### config.mk
export PLATFORM = sky130hd
export DESIGN_NAME = ela_frame_reader
export DESIGN_NICKNAME = d
export VERILOG_FILES = /design/src/rtl/ela_frame_reader.sv
export SDC_FILE = /design/constraint.sdc
export NUM_CORES = 1
export LEC_CHECK = 0
export ABC_CLOCK_PERIOD_IN_PS = 2500
export CAP_MARGIN = 10
export CORE_ASPECT_RATIO = 1.4
export CORE_MARGIN = 5
export CORE_UTILIZATION = 50
export DETAILED_ROUTE_END_ITERATION = 10
export GPL_TIMING_DRIVEN = 0
export PLACE_DENSITY = 0.74
export SETUP_SLACK_MARGIN = 0.5
export SLEW_MARGIN = 0
export SYNTH_ARGS = -nofsm -noshare
export SYNTH_HDL_FRONTEND = slang
export SYNTH_SLANG_ARGS = --single-unit
### constraint.sdc
create_clock -name clk -period 2.5 [get_ports clk]
set_clock_uncertainty 0.2 [all_clocks]
set_input_delay 0.25 -clock clk [delete_from_list [all_inputs] [get_ports clk]]
set_output_delay 0.25 -clock clk [all_outputs]
set_load 0.005 [all_outputs]
### src/rtl/ela_frame_reader.sv
// ela_frame_reader: reads one IMG_W x IMG_H frame from the result memory and
// streams it out over a valid/ready pixel port, through a 2-entry output FIFO.
module ela_frame_reader #(
  parameter int IMG_W = 32,
  parameter int IMG_H = 31
) (
  input  logic        clk,
  input  logic        rst,
  input  logic        start,
  output logic        busy,
  output logic        rd_en,
  output logic [9:0]  rd_addr,
  input  logic [7:0]  rd_data,
  output logic [7:0]  px_data,
  output logic        px_valid,
  input  logic        px_ready,
  output logic        px_last,
  output logic        frame_done,
  output logic [15:0] checksum
);

  localparam int NPIX = IMG_W * IMG_H;
  localparam int CW   = (IMG_W > 1) ? $clog2(IMG_W) : 1;
  localparam logic [10:0]   LAST_PIX = 11'(NPIX - 1);
  localparam logic [CW-1:0] LAST_COL = CW'(IMG_W - 1);

  typedef enum logic [1:0] {IDLE, STREAM, DRAIN, FIN} state_t;

  state_t          state_q, state_d;
  logic [10:0]     issue_q, issue_d;      // reads issued so far this frame
  logic            inflight_q, inflight_d; // read issued last cycle, data on rd_data now
  logic [1:0][7:0] fifo_q, fifo_d;
  logic            wr_ptr_q, wr_ptr_d;
  logic            rd_ptr_q, rd_ptr_d;
  logic [1:0]      occ_q, occ_d;
  logic [10:0]     pix_q, pix_d;          // output pixel index
  logic [CW-1:0]   col_q, col_d;          // output column within the row
  logic [15:0]     csum_q, csum_d;

  logic       accept, push, pop, credit_ok;
  logic [2:0] used;

  assign accept   = (state_q == IDLE) && start;
  assign push     = inflight_q;
  assign px_valid = (occ_q != 2'd0);
  assign px_data  = fifo_q[rd_ptr_q];
  assign px_last  = px_valid && (col_q == LAST_COL);
  assign pop      = px_valid && px_ready;
  assign checksum = csum_q;

  // Slots already spoken for: FIFO entries plus the read whose data is on
  // the bus. A pop this cycle frees a slot before the new read's data can
  // land, so it is credited immediately; that keeps one pixel per cycle
  // with only two entries while never exceeding two outstanding items.
  assign used      = {1'b0, occ_q} + {2'b0, inflight_q};
  assign credit_ok = used < (3'd2 + {2'b0, pop});

  // Present the live address while reading, otherwise hold the last issued one.
  assign rd_addr = rd_en ? issue_q[9:0]
                         : ((issue_q == 11'd0) ? 10'd0 : 10'(issue_q - 11'd1));

  // FSM state register
  always_ff @(posedge clk or negedge rst) begin
    if (!rst) state_q <= IDLE;
    else      state_q <= state_d;
  end

  // FSM next-state logic
  always_comb begin
    state_d = state_q;
    case (state_q)
      IDLE:   if (start) state_d = STREAM;
      STREAM: if (rd_en && issue_q == LAST_PIX) state_d = DRAIN;
      DRAIN:  if (pop && pix_q == LAST_PIX) state_d = FIN;
      FIN:    state_d = IDLE;
      default: state_d = IDLE;
    endcase
  end

  // FSM outputs
  always_comb begin
    busy       = (state_q != IDLE);
    rd_en      = (state_q == STREAM) && credit_ok;
    frame_done = (state_q == FIN);
  end

  // Datapath next-state: read counter, FIFO, output index, checksum
  always_comb begin
    issue_d    = issue_q;
    inflight_d = rd_en;
    fifo_d     = fifo_q;
    wr_ptr_d   = wr_ptr_q ^ push;
    rd_ptr_d   = rd_ptr_q ^ pop;
    occ_d      = occ_q + {1'b0, push} - {1'b0, pop};
    pix_d      = pix_q;
    col_d      = col_q;
    csum_d     = csum_q;

    if (push) fifo_d[wr_ptr_q] = rd_data;

    if (accept) begin
      issue_d = 11'd0;
      pix_d   = 11'd0;
      col_d   = '0;
      csum_d  = 16'd0;
    end else begin
      if (rd_en) issue_d = issue_q + 11'd1;
      if (pop) begin
        pix_d  = pix_q + 11'd1;
        col_d  = (col_q == LAST_COL) ? '0 : col_q + CW'(1);
        csum_d = csum_q + {8'd0, px_data};
      end
    end
  end

  // Datapath registers; reset drops any in-flight read and empties the FIFO
  always_ff @(posedge clk or negedge rst) begin
    if (!rst) begin
      issue_q    <= '0;
      inflight_q <= 1'b0;
      fifo_q     <= '0;
      wr_ptr_q   <= 1'b0;
      rd_ptr_q   <= 1'b0;
      occ_q      <= '0;
      pix_q      <= '0;
      col_q      <= '0;
      csum_q     <= '0;
    end else begin
      issue_q    <= issue_d;
      inflight_q <= inflight_d;
      fifo_q     <= fifo_d;
      wr_ptr_q   <= wr_ptr_d;
      rd_ptr_q   <= rd_ptr_d;
      occ_q      <= occ_d;
      pix_q      <= pix_d;
      col_q      <= col_d;
      csum_q     <= csum_d;
    end
  end

endmodule

# Yosys cells after proc, flatten, opt, wreduce, memory -nomap -nowiden
# Cells that the tools add are included.
# W data, S select, Z words.
dict set report totals {
  ff_bits 66
  inputBits 12
}
dict set report classes {
  order_cmp 4
  n_mux 20
  n_addsub 9
  n_reduce_logical 14
  n_eq_ne 9
  bitwise_logic 2
}
# cell n
set ops {}
lappend ops {{$mux W11} 4}
lappend ops {{$mux W16} 2}
lappend ops {{$mux W8} 3}
lappend ops {{$add A11 B1 Y11 const B} 2}
lappend ops {{$eq A11 B10 Y1 const B} 2}
lappend ops {{$mux W10} 2}
lappend ops {{$add A16 B8 Y16} 1}
lappend ops {{$bwmux W16} 1}
lappend ops {{$mux W5} 3}
lappend ops {{$logic_not A11 Y1} 1}
lappend ops {{$sub A10 B1 Y10 const B} 1}
lappend ops {{$demux W8 S1} 1}
lappend ops {{$pmux W2 S4} 1}
lappend ops {{$reduce_bool A2 Y1} 4}
lappend ops {{$logic_and A1 B1 Y1} 7}
lappend ops {{$mux W2} 3}
lappend ops {{$ne A2 B2 Y1 const B} 3}
lappend ops {{$add A5 B1 Y5 const B} 1}
lappend ops {{$eq A5 B5 Y1 const B} 1}
lappend ops {{$eq A2 B2 Y1 const B} 2}
lappend ops {{$lt A1 B2 Y1 const B} 2}
lappend ops {{$add A2 B1 Y3} 1}
lappend ops {{$add A2 B1 Y3 const A} 1}
lappend ops {{$lt A3 B3 Y1} 1}
lappend ops {{7 further kinds} 8}

# Logic depth before layout (Yosys ltp)
# Gate-level depths: netlist (run 1).
dict set report logic_depth {
  depth_word 8
  mapped_depth 9
}

# Worst setup path before layout (run 1)
# OpenSTA, ideal clock, no wires.
dict set report synth_timing {
  path_kind {reg2reg}
  startpoint {register rd_ptr_q}
  endpoint {register csum_q[10], in the netlist checksum[10]}
  period_less_slack_ps 2744
  setup_slack_ps -244
  n_path_buf 1
  stages_incl_launch_ff 10
  required_ps 2168
  setup_ps 132
  arrival_time_ps 2412
  path_cell_list {dfrtp_1 -> clkbuf_1 -> mux2_2 -> ha_1 -> fa_1 -> a211oi_1 -> nor3_1 -> o2111ai_1 -> xor2_1 -> nor2_1}
}
dict set report synth_between {
  elab_chain_len 5
}
# item line
set synth_rtl {}
lappend synth_rtl {{from (decl)} 34} ;# logic rd_ptr_q, rd_ptr_d;
lappend synth_rtl {{from (signal assigned)} 133} ;# rd_ptr_q <= rd_ptr_d;
lappend synth_rtl {{$mux W8 (not written as such) (2 in series)} 46} ;# assign px_data = fifo_q[rd_ptr_q];
lappend synth_rtl {{via px_data[0]} 14} ;# output logic [7:0] px_data,
lappend synth_rtl {{$add A16 B8 Y16} 111} ;# csum_d = csum_q + {8'd0, px_data};
lappend synth_rtl {{$mux W16} 108} ;# if (pop) begin
lappend synth_rtl {{$mux W16} 101} ;# if (accept) begin
lappend synth_rtl {{to (signal assigned)} 137} ;# csum_q <= csum_d;
lappend synth_rtl {{to (decl)} 38} ;# logic [15:0] csum_q, csum_d;
# The timed path passes the listed nets, and every way through them passes these cells. The select of a mux whose other input is x is not followed.
# A chain may end at the register's enable or synchronous reset.

# Worst setup path after layout (run 1)
dict set report layout_timing {
  startpoint {register occ_q[0]}
  endpoint {output rd_addr[8]}
}
dict set report layout_between {
  elab_chain_len 6
  elab_cells_between_ends 7
  cone_classes {2 x add/sub; 1 x order compare; 1 x mux; 3 x reduce/logical}
}
# item line
set layout_rtl {}
lappend layout_rtl {{from (decl)} 35} ;# logic [1:0] occ_q, occ_d;
lappend layout_rtl {{from (signal assigned)} 124} ;# occ_q <= '0;
lappend layout_rtl {{from (signal assigned)} 134} ;# occ_q <= occ_d;
lappend layout_rtl {{$reduce_bool A2 Y1} 45} ;# assign px_valid = (occ_q != 2'd0);
lappend layout_rtl {{$logic_and A1 B1 Y1} 48} ;# assign pop = px_valid && px_ready;
lappend layout_rtl {{$add A2 B1 Y3} 56} ;# assign credit_ok = used < (3'd2 + {2'b0, pop});
lappend layout_rtl {{$lt A3 B3 Y1 (*)} 56}
lappend layout_rtl {{$logic_and A1 B1 Y1 (*)} 83} ;# rd_en = (state_q == STREAM) && credit_ok;
lappend layout_rtl {{$mux W10 (*)} 59} ;# assign rd_addr = rd_en ? issue_q[9:0]
lappend layout_rtl {{to (decl)} 12} ;# output logic [9:0] rd_addr,
# Mark *: on every way between the ends. The rest lies on a longest branch, timed or not.

==> metrics.txt, run 1 <==
worst slew pin tran=roughly 0.85 ns; post-layout util=about four fifths; static leakage=roughly 2.7 nW; P_int=4.95 mW; status=complete, but fails checks; Clock Latency Late Sink=roughly 0.35 ns; largest area contributor in the synthesized netlist=dfrtp_1; Syn Area/Cell=9.82 µm²; HP Class=reg2reg; Comb power frac=about two thirds; total core area=around 0.0074 mm²; H-tree depth=3; IO buf count=50; setup_tns=-2.02 ns; Worst Path Max Fanout=5; EDFF count, synth=0; CP max stage cell=dfrtp_1; fin crit period=~2.7 ns; synthesized flop and latch total=66; final period utilization=109%; drt drc=0; routed vias=around 3,500; antenna diode count=0; Die Wd=between 80 and 90 µm; ys async rst share=between 90% and 100%; Initial Util=just over 50%; clock root buffer=clkbuf_8; initial antenna violation count=0; hpwl dp=between 6 and 7 mm; Buffers & Inverters on Critical Path=3; worst vdd ir=about 0.0011 V; WL met1=between 4 and 5 mm; Slew Limit Fails=0; num ports=51; Fillers=approximately 470; final WL=between 10 and 15 mm; critical path class=reg2out; metal3 WL=~320 µm; DRT iter0 DRCs=155; Total Power=around 8.2 mW; top-count cell post-synth=dfrtp_1; CP most frequent cell=buf_6; Placed Cells incl. Taps=538; Power Dens Cells=~1400 mW/mm²; clk slew on worst S/H paths=about 0.070 ns; top cell type's share of synthesized area=43.0%; Ys Warns=0; switching share of power=about 40%; total CTS buffers=9; Cell Rows=37; Clock Sinks=66; Clock Path Buffers=2; Main synth FF type=dfrtp_1; Commonest cells post-synth=dfrtp_1 (66), nor2_1 (41), nand2_1 (31), mux2_2 (28), ha_1 (25); cell family with most CP delay=flip-flops; cell count after synthesis=391; Worst EP arrival=between 2 and 2.5 ns; Total GRT Usage=between 20% and 30%; layout cell share with drive strength beyond 1=41.6%; failing checks=setup timing; sequential share of the synthesized area=between 40% and 50%; Die ar.=around 0.0096 mm²; area grow syn2layout=51.6%; final setup fails=20; Post-DRT Antenna Nets=0; top routing layer in use=met4; DR vias/cell=5.69; critical path, cell by cell=ha_2 > ha_4 > nor2_4 > o2bb2ai_4 > buf_6 > nand2_8 > buf_6 > nand3_2 > mux2_4 > buf_6; synthesized area=~0.0038 mm²; drt pass-1 iters=4; TritonCTS clock tree=built; f_max=around 370 MHz; Psw=roughly 3.3 mW; relative slew slack=~43%; Synth area leaders=dfrtp_1 (43%), mux2_2 (8.2%), ha_1 (8.1%), nor2_1 (4.0%), xor2_1 (3.9%); WP data required=between 2 and 2.5 ns; met2 WL post-DR=roughly 6.2 mm; first-pass GRT wire length=~18 mm; syn nets=429; Placer Congestion=roughly 0.84; vias in the first global route=roughly 3,800; GR Overflow Total=0; Flop pwr share=about a fifth; Distinct cells, synth=50; CP max stage delay=0.43 ns; Layout Nets=between 500 and 600; Hold Vio Cnt, Final=0; Clk pwr share=between 10 and 15%; routed length per instance=about 18 µm; Final WS setup=-0.221 ns; Post-Layout Cell Count=614; max cap viols=0; largest net degree at the start of global routing=67; critical path startpoint category=register; chip height=114 µm; RSZ-0062 raised after global routing=yes; Critical Path Sink Type=output pin
registers in the layout, summed over array words and instances (netlist names):
register	flops
rd_ptr_q	1
wr_ptr_q	1
pix_q	11
fifo_q	16
checksum	16
col_q	5
issue_q	11
occ_q	2
state_q	2
inflight_q	1
layer usage:
layer	vias to the layer above	track usage (%)
met4	0	12.2
met5	-	0
met2	89	42.5
met1	1760	24.1
met3	26	4.55
li1	1619	-
path summary, 6_finish.rpt:
| path | slack [ns] | from | endpoint | cells past startpoint |
|---|---|---|---|---|
| max | -0.22 | occ_q[0]$_DFF_PN0_ | rd_addr[8] | 10 |
| min | 0.32 | fifo_q[9]$_DFFE_PN0P_ | fifo_q[9]$_DFFE_PN0P_ | 1 |
| max reg2reg | -0.10 | rd_ptr_q$_DFF_PN0_ | checksum[12]$_DFFE_PN0P_ | 10 |
| min reg2reg | 0.32 | fifo_q[9]$_DFFE_PN0P_ | fifo_q[9]$_DFFE_PN0P_ | 1 |
| max in group asynchronous | 1.13 | rst | issue_q[1]$_DFFE_PN0P_ | 2 |
| min in group asynchronous | 0.35 | rst | issue_q[3]$_DFFE_PN0P_ | 2 |
cell type report:
| type | instances | area (µm²) | area share [%] |
|---|---|---|---|
| timing repair buffer | 110 | 1010 | 17.3 |
| sequential | 66 | 1660 | 28.4 |
| multi-input combinational | 290 | 2610 | 44.8 |
| inverter | 17 | 78.8 | 1.35 |
| tap | 97 | 121 | 2.08 |
| clock buffer | 12 | 145 | 2.49 |
| buffer | 19 | 168 | 2.88 |
| clock inverter | 3 | 40.0 | 0.687 |
repair_timing:
item / in CTS / in global routing
pin swaps: 39 / 36
endpoints found under the setup margin: 67 / 59
hold endpoints to repair: 66 / 0
setup buffers: 38 / 21
hold buffers: 1 / 0
gates cloned: 1 / 0
gates resized for setup: 147 / 53
power by group through the flow:
stage / clock, mW / sequential [mW] / combinational (mW)
finish: 0.885 / 1.72 / 5.63
global route: 0.961 / 1.77 / 6.07
CTS: 0.898 / 1.71 / 4.87
detailed placement: 0 / 1.71 / 3.79
global placement: 0 / 1.69 / 3.68
floorplan: 0 / 1.64 / 2.54
kinds of logic after synthesis:
logic type / after synthesis / synth area share [%]
AOI/OAI and AO/OA: 65 / 10.9
xor gates and xnor gates: 33 / 7.52
adders and majority gates: 26 / 8.66
buffers and inverters: 36 / 3.78
DFF: 66 / 43.0
muxes: 31 / 8.99
and+or+nand+nor: 134 / 17.2
placed cells by master (no fill, tap or decap), types with 12 or more instances in the layout:
master / Yosys / layout
mux2_4: 0 / 12
clkbuf_8: 0 / 13
dfrtp_1: 66 / 63
clkdlybuf4s50_1: 0 / 26
buf_6: 1 / 31
buf_4: 0 / 34
a21oi_1: 21 / 13
nand4_1: 12 / 12
nand2_1: 31 / 27
mux2_2: 28 / 16
nor2_1: 41 / 36
inv_1: 16 / 13
buf_2: 2 / 12
xor2_1: 17 / 16
worst register-to-register path, delay by kind of cell (launching register included):
family / cells / cell delay (ns)
buffers and inverters: 3 / 0.45
muxes: 1 / 0.32
DFF: 1 / 0.40
AOI/OAI and AO/OA: 2 / 0.26
adders and majority gates: 1 / 0.31
xor gates and xnor gates: 1 / 0.20
and+or+nand+nor: 2 / 0.33
through the flow:
stage | hold slack [ns] | setup WS, ns | cell area, µm²
after floorplan | -0.246 | 0.111 | 4100
after global placement | 0.284 | -1.22 | 4720
after detailed placement | 0.210 | -0.356 | 4720
after CTS | 0.315 | -0.274 | 5490
after global routing | 0.334 | -0.282 | 5820
final | 0.316 | -0.221 | 5820
No activity file was read; power rests on OpenSTA's default activity.
==> run 2: changes to the inputs <==
Settings changed: CORE_ASPECT_RATIO 1.4 to unset, CORE_UTILIZATION 50 to 40, PLACE_DENSITY 0.74 to 0.61, SKIP_CTS_REPAIR_TIMING set to 1.
==> run 2 against run 1 <==
Effect of this change: the flow still finishes with violations (setup timing); largest cell class unchanged; first-iteration DRC count decreased by 9.0%; critical path depth down 1; highest routed layer unchanged; die area rose by 22%; sequential cell count unchanged; register-to-register slack got worse by 0.02 ns; sequential share of layout area up 0.71 points; maximum frequency increased by 0.32%; wire length down 10%.
==> metrics.txt, run 2 (synthesis gave the netlist of run 1 again) <==
HP Class=reg2reg (unchanged); setup_tns=-1.84 ns (was -2.02 ns); DRT iter0 DRCs=141 (was 155); cell family with most CP delay=simple AND/OR/NAND/NOR gates (was flip-flops); Critical Path Sink Type=output pin (unchanged); Clock Sinks=66 (unchanged); f_max=369 MHz (was 367 MHz); critical path startpoint category=register (unchanged); failing checks=setup timing (unchanged); Buffers & Inverters on Critical Path=4 (was 3); Die Wd=108 µm (was 84.1 µm); vias in the first global route=3,061 (was 3,755); first-pass GRT wire length=14.8 mm (was 17.6 mm); Clock Latency Late Sink=0.35 ns (about the same); layout cell share with drive strength beyond 1=37.5% (was 41.6%); Critical R2R Capture=checksum[14]$_DFFE_PN0P_ (was checksum[12]$_DFFE_PN0P_); hpwl dp=6.28 mm (was 6.51 mm); final WL=9.81 mm (was 10.9 mm); FF-to-FF setup slack=-0.12 ns (was -0.10 ns); drt drc=0 (unchanged); commonest non-fill, non-tap cells in the layout=dfrtp_1 (63), nor2_1 (36), buf_4 (34) (unchanged); clock root buffer=clkbuf_8 (unchanged); Slew Limit Fails=0 (unchanged); critical path, cell by cell=buf_6 > or3_4 > nor4_4 > nand2_2 > buf_6 > buf_6 > nor2_4 > nor2_1 > buf_2 (was ha_2 > ha_4 > nor2_4 > o2bb2ai_4 > buf_6 > nand2_8 > buf_6 > nand3_2 > mux2_4 > buf_6); Hold Vio Cnt, Final=0 (unchanged); fin crit period=2.71 ns (was 2.72 ns); Layout Nets=539 (was 551); Total Power=7.54 mW (was 8.23 mW); relative slew slack=42.5% (was 43.4%); TritonCTS clock tree=built (unchanged); commonest non-fill, non-tap cell in the layout=dfrtp_1 (unchanged); Worst Path Max Fanout=5 (unchanged); IO buf count=50 (unchanged); RSZ-0062 raised after global routing=yes (unchanged); Post-DRT Antenna Nets=0 (unchanged); antenna diode count=0 (unchanged); Worst EP arrival=2.26 ns (was 2.27 ns); critical path class=reg2out (unchanged); CP max stage cell=or3_4 (was dfrtp_1); drt pass-1 iters=4 (unchanged); num ports=51 (unchanged); crit path from=issue_q[3]$_DFFE_PN0P_ (was occ_q[0]$_DFF_PN0_); GR Overflow Total=0 (unchanged); total core area=0.00928 mm² (was 0.00741 mm²); WP data required=2.05 ns (about the same); final period utilization=109% (about the same); final setup fails=15 (was 20); worst vdd ir=0.000643 V (was 0.00106 V); crit path to=rd_addr[7] (was rd_addr[8]); Placer Congestion=0.807 (was 0.845); H-tree depth=3 (unchanged); initial antenna violation count=0 (unchanged); area grow syn2layout=47.9% (was 51.6%); status=complete, but fails checks (unchanged); clk slew on worst S/H paths=0.07 ns (about the same); Reg-to-Reg Start=rd_ptr_q$_DFF_PN0_ (unchanged); Cell Rows=35 (was 37); total CTS buffers=9 (unchanged); chip height=108 µm (was 114 µm); Final WS setup=-0.213 ns (was -0.221 ns); max cap viols=0 (unchanged); Worst R2R Path Depth=9 (was 10); worst slew pin tran=0.862 ns (was 0.849 ns); Clock Path Buffers=2 (unchanged); static leakage=2.59 nW (was 2.66 nW); Total GRT Usage=15.8% (was 22.9%); CP most frequent cell=buf_6 (unchanged); largest net degree at the start of global routing=67 (unchanged); Die ar.=0.0117 mm² (was 0.00956 mm²); DR vias/cell=5.06 (was 5.69); Worst path depth=9 (was 10); CP max stage delay=0.39 ns (was 0.43 ns); Power Dens Cells=1330 mW/mm² (was 1410 mW/mm²); routed vias=3,211 (was 3,494); routed length per instance=15.4 µm (was 17.8 µm); Initial Util=41.4% (was 51.9%)
## run 2: changes by cell type in the layout (fill, tap and decap cells not counted), sizes merged, moves of 4 or more
cell	before	now
dlygate4sd2	4	0
dlymetal6s2s	1	11
buf	81	61
clkinvlp	0	4
## run 2: cell type report
class | instances | area (µm²)
tap | 129 | 161
buffer | 19 | 145
clock inverter | 6 | 43.8
inverter | 17 | 81.3
multi-input combinational | 289 | 2520
clock buffer | 10 | 128
timing repair buffer | 99 | 946
sequential | 66 | 1660
fill | 789 | 3600
## run 2: where the power goes
part	internal [mW]	switching, mW	leakage [nW]	total (mW)
sequential	1.41	0.293	0.849	1.71
clock	0.359	0.428	0.0745	0.788
combinational	2.75	2.30	1.67	5.05
## run 2: worst min path at each step
stage | from | endpoint | slack (ns) | cells after the start
floorplan | rst | checksum[0]$_DFFE_PN0P_ | -0.25 | 0
global placement | fifo_q[15]$_DFFE_PN0P_ | fifo_q[15]$_DFFE_PN0P_ | 0.28 | 1
detailed placement | rst | fifo_q[5]$_DFFE_PN0P_ | 0.22 | 1
CTS | rst | fifo_q[13]$_DFFE_PN0P_ | -0.16 | 1
global route | fifo_q[2]$_DFFE_PN0P_ | fifo_q[2]$_DFFE_PN0P_ | 0.32 | 1
finish | fifo_q[11]$_DFFE_PN0P_ | fifo_q[11]$_DFFE_PN0P_ | 0.31 | 1
## run 2: per-layer routing
| layer | track usage, % | part of all wire, % | vias up |
|---|---|---|---|
| li1 | - | - | 1592 |
| met1 | 22.2 | 48 | 1558 |
| met2 | 24.7 | 48 | 53 |
| met3 | 2.57 | 3.1 | 8 |
| met4 | 5.68 | 0.88 | 0 |
| met5 | 0 | 0 | - |
## run 2: metrics by stage
| stage | util, % | hold slack [ns] | setup slack, ns | instances | cell area (µm²) |
|---|---|---|---|---|---|
| after floorplan | - | -0.246 | 0.111 | 391 | 4100 |
| after global placement | 51.3 | 0.284 | -1.32 | 570 | 4760 |
| after detailed placement | 51.3 | 0.221 | -0.315 | 570 | 4760 |
| after CTS | 53.1 | -0.165 | -0.713 | 586 | 4930 |
| after global routing | 61.2 | 0.322 | -0.324 | 635 | 5680 |
| final | 61.2 | 0.306 | -0.213 | 635 | 5680 |
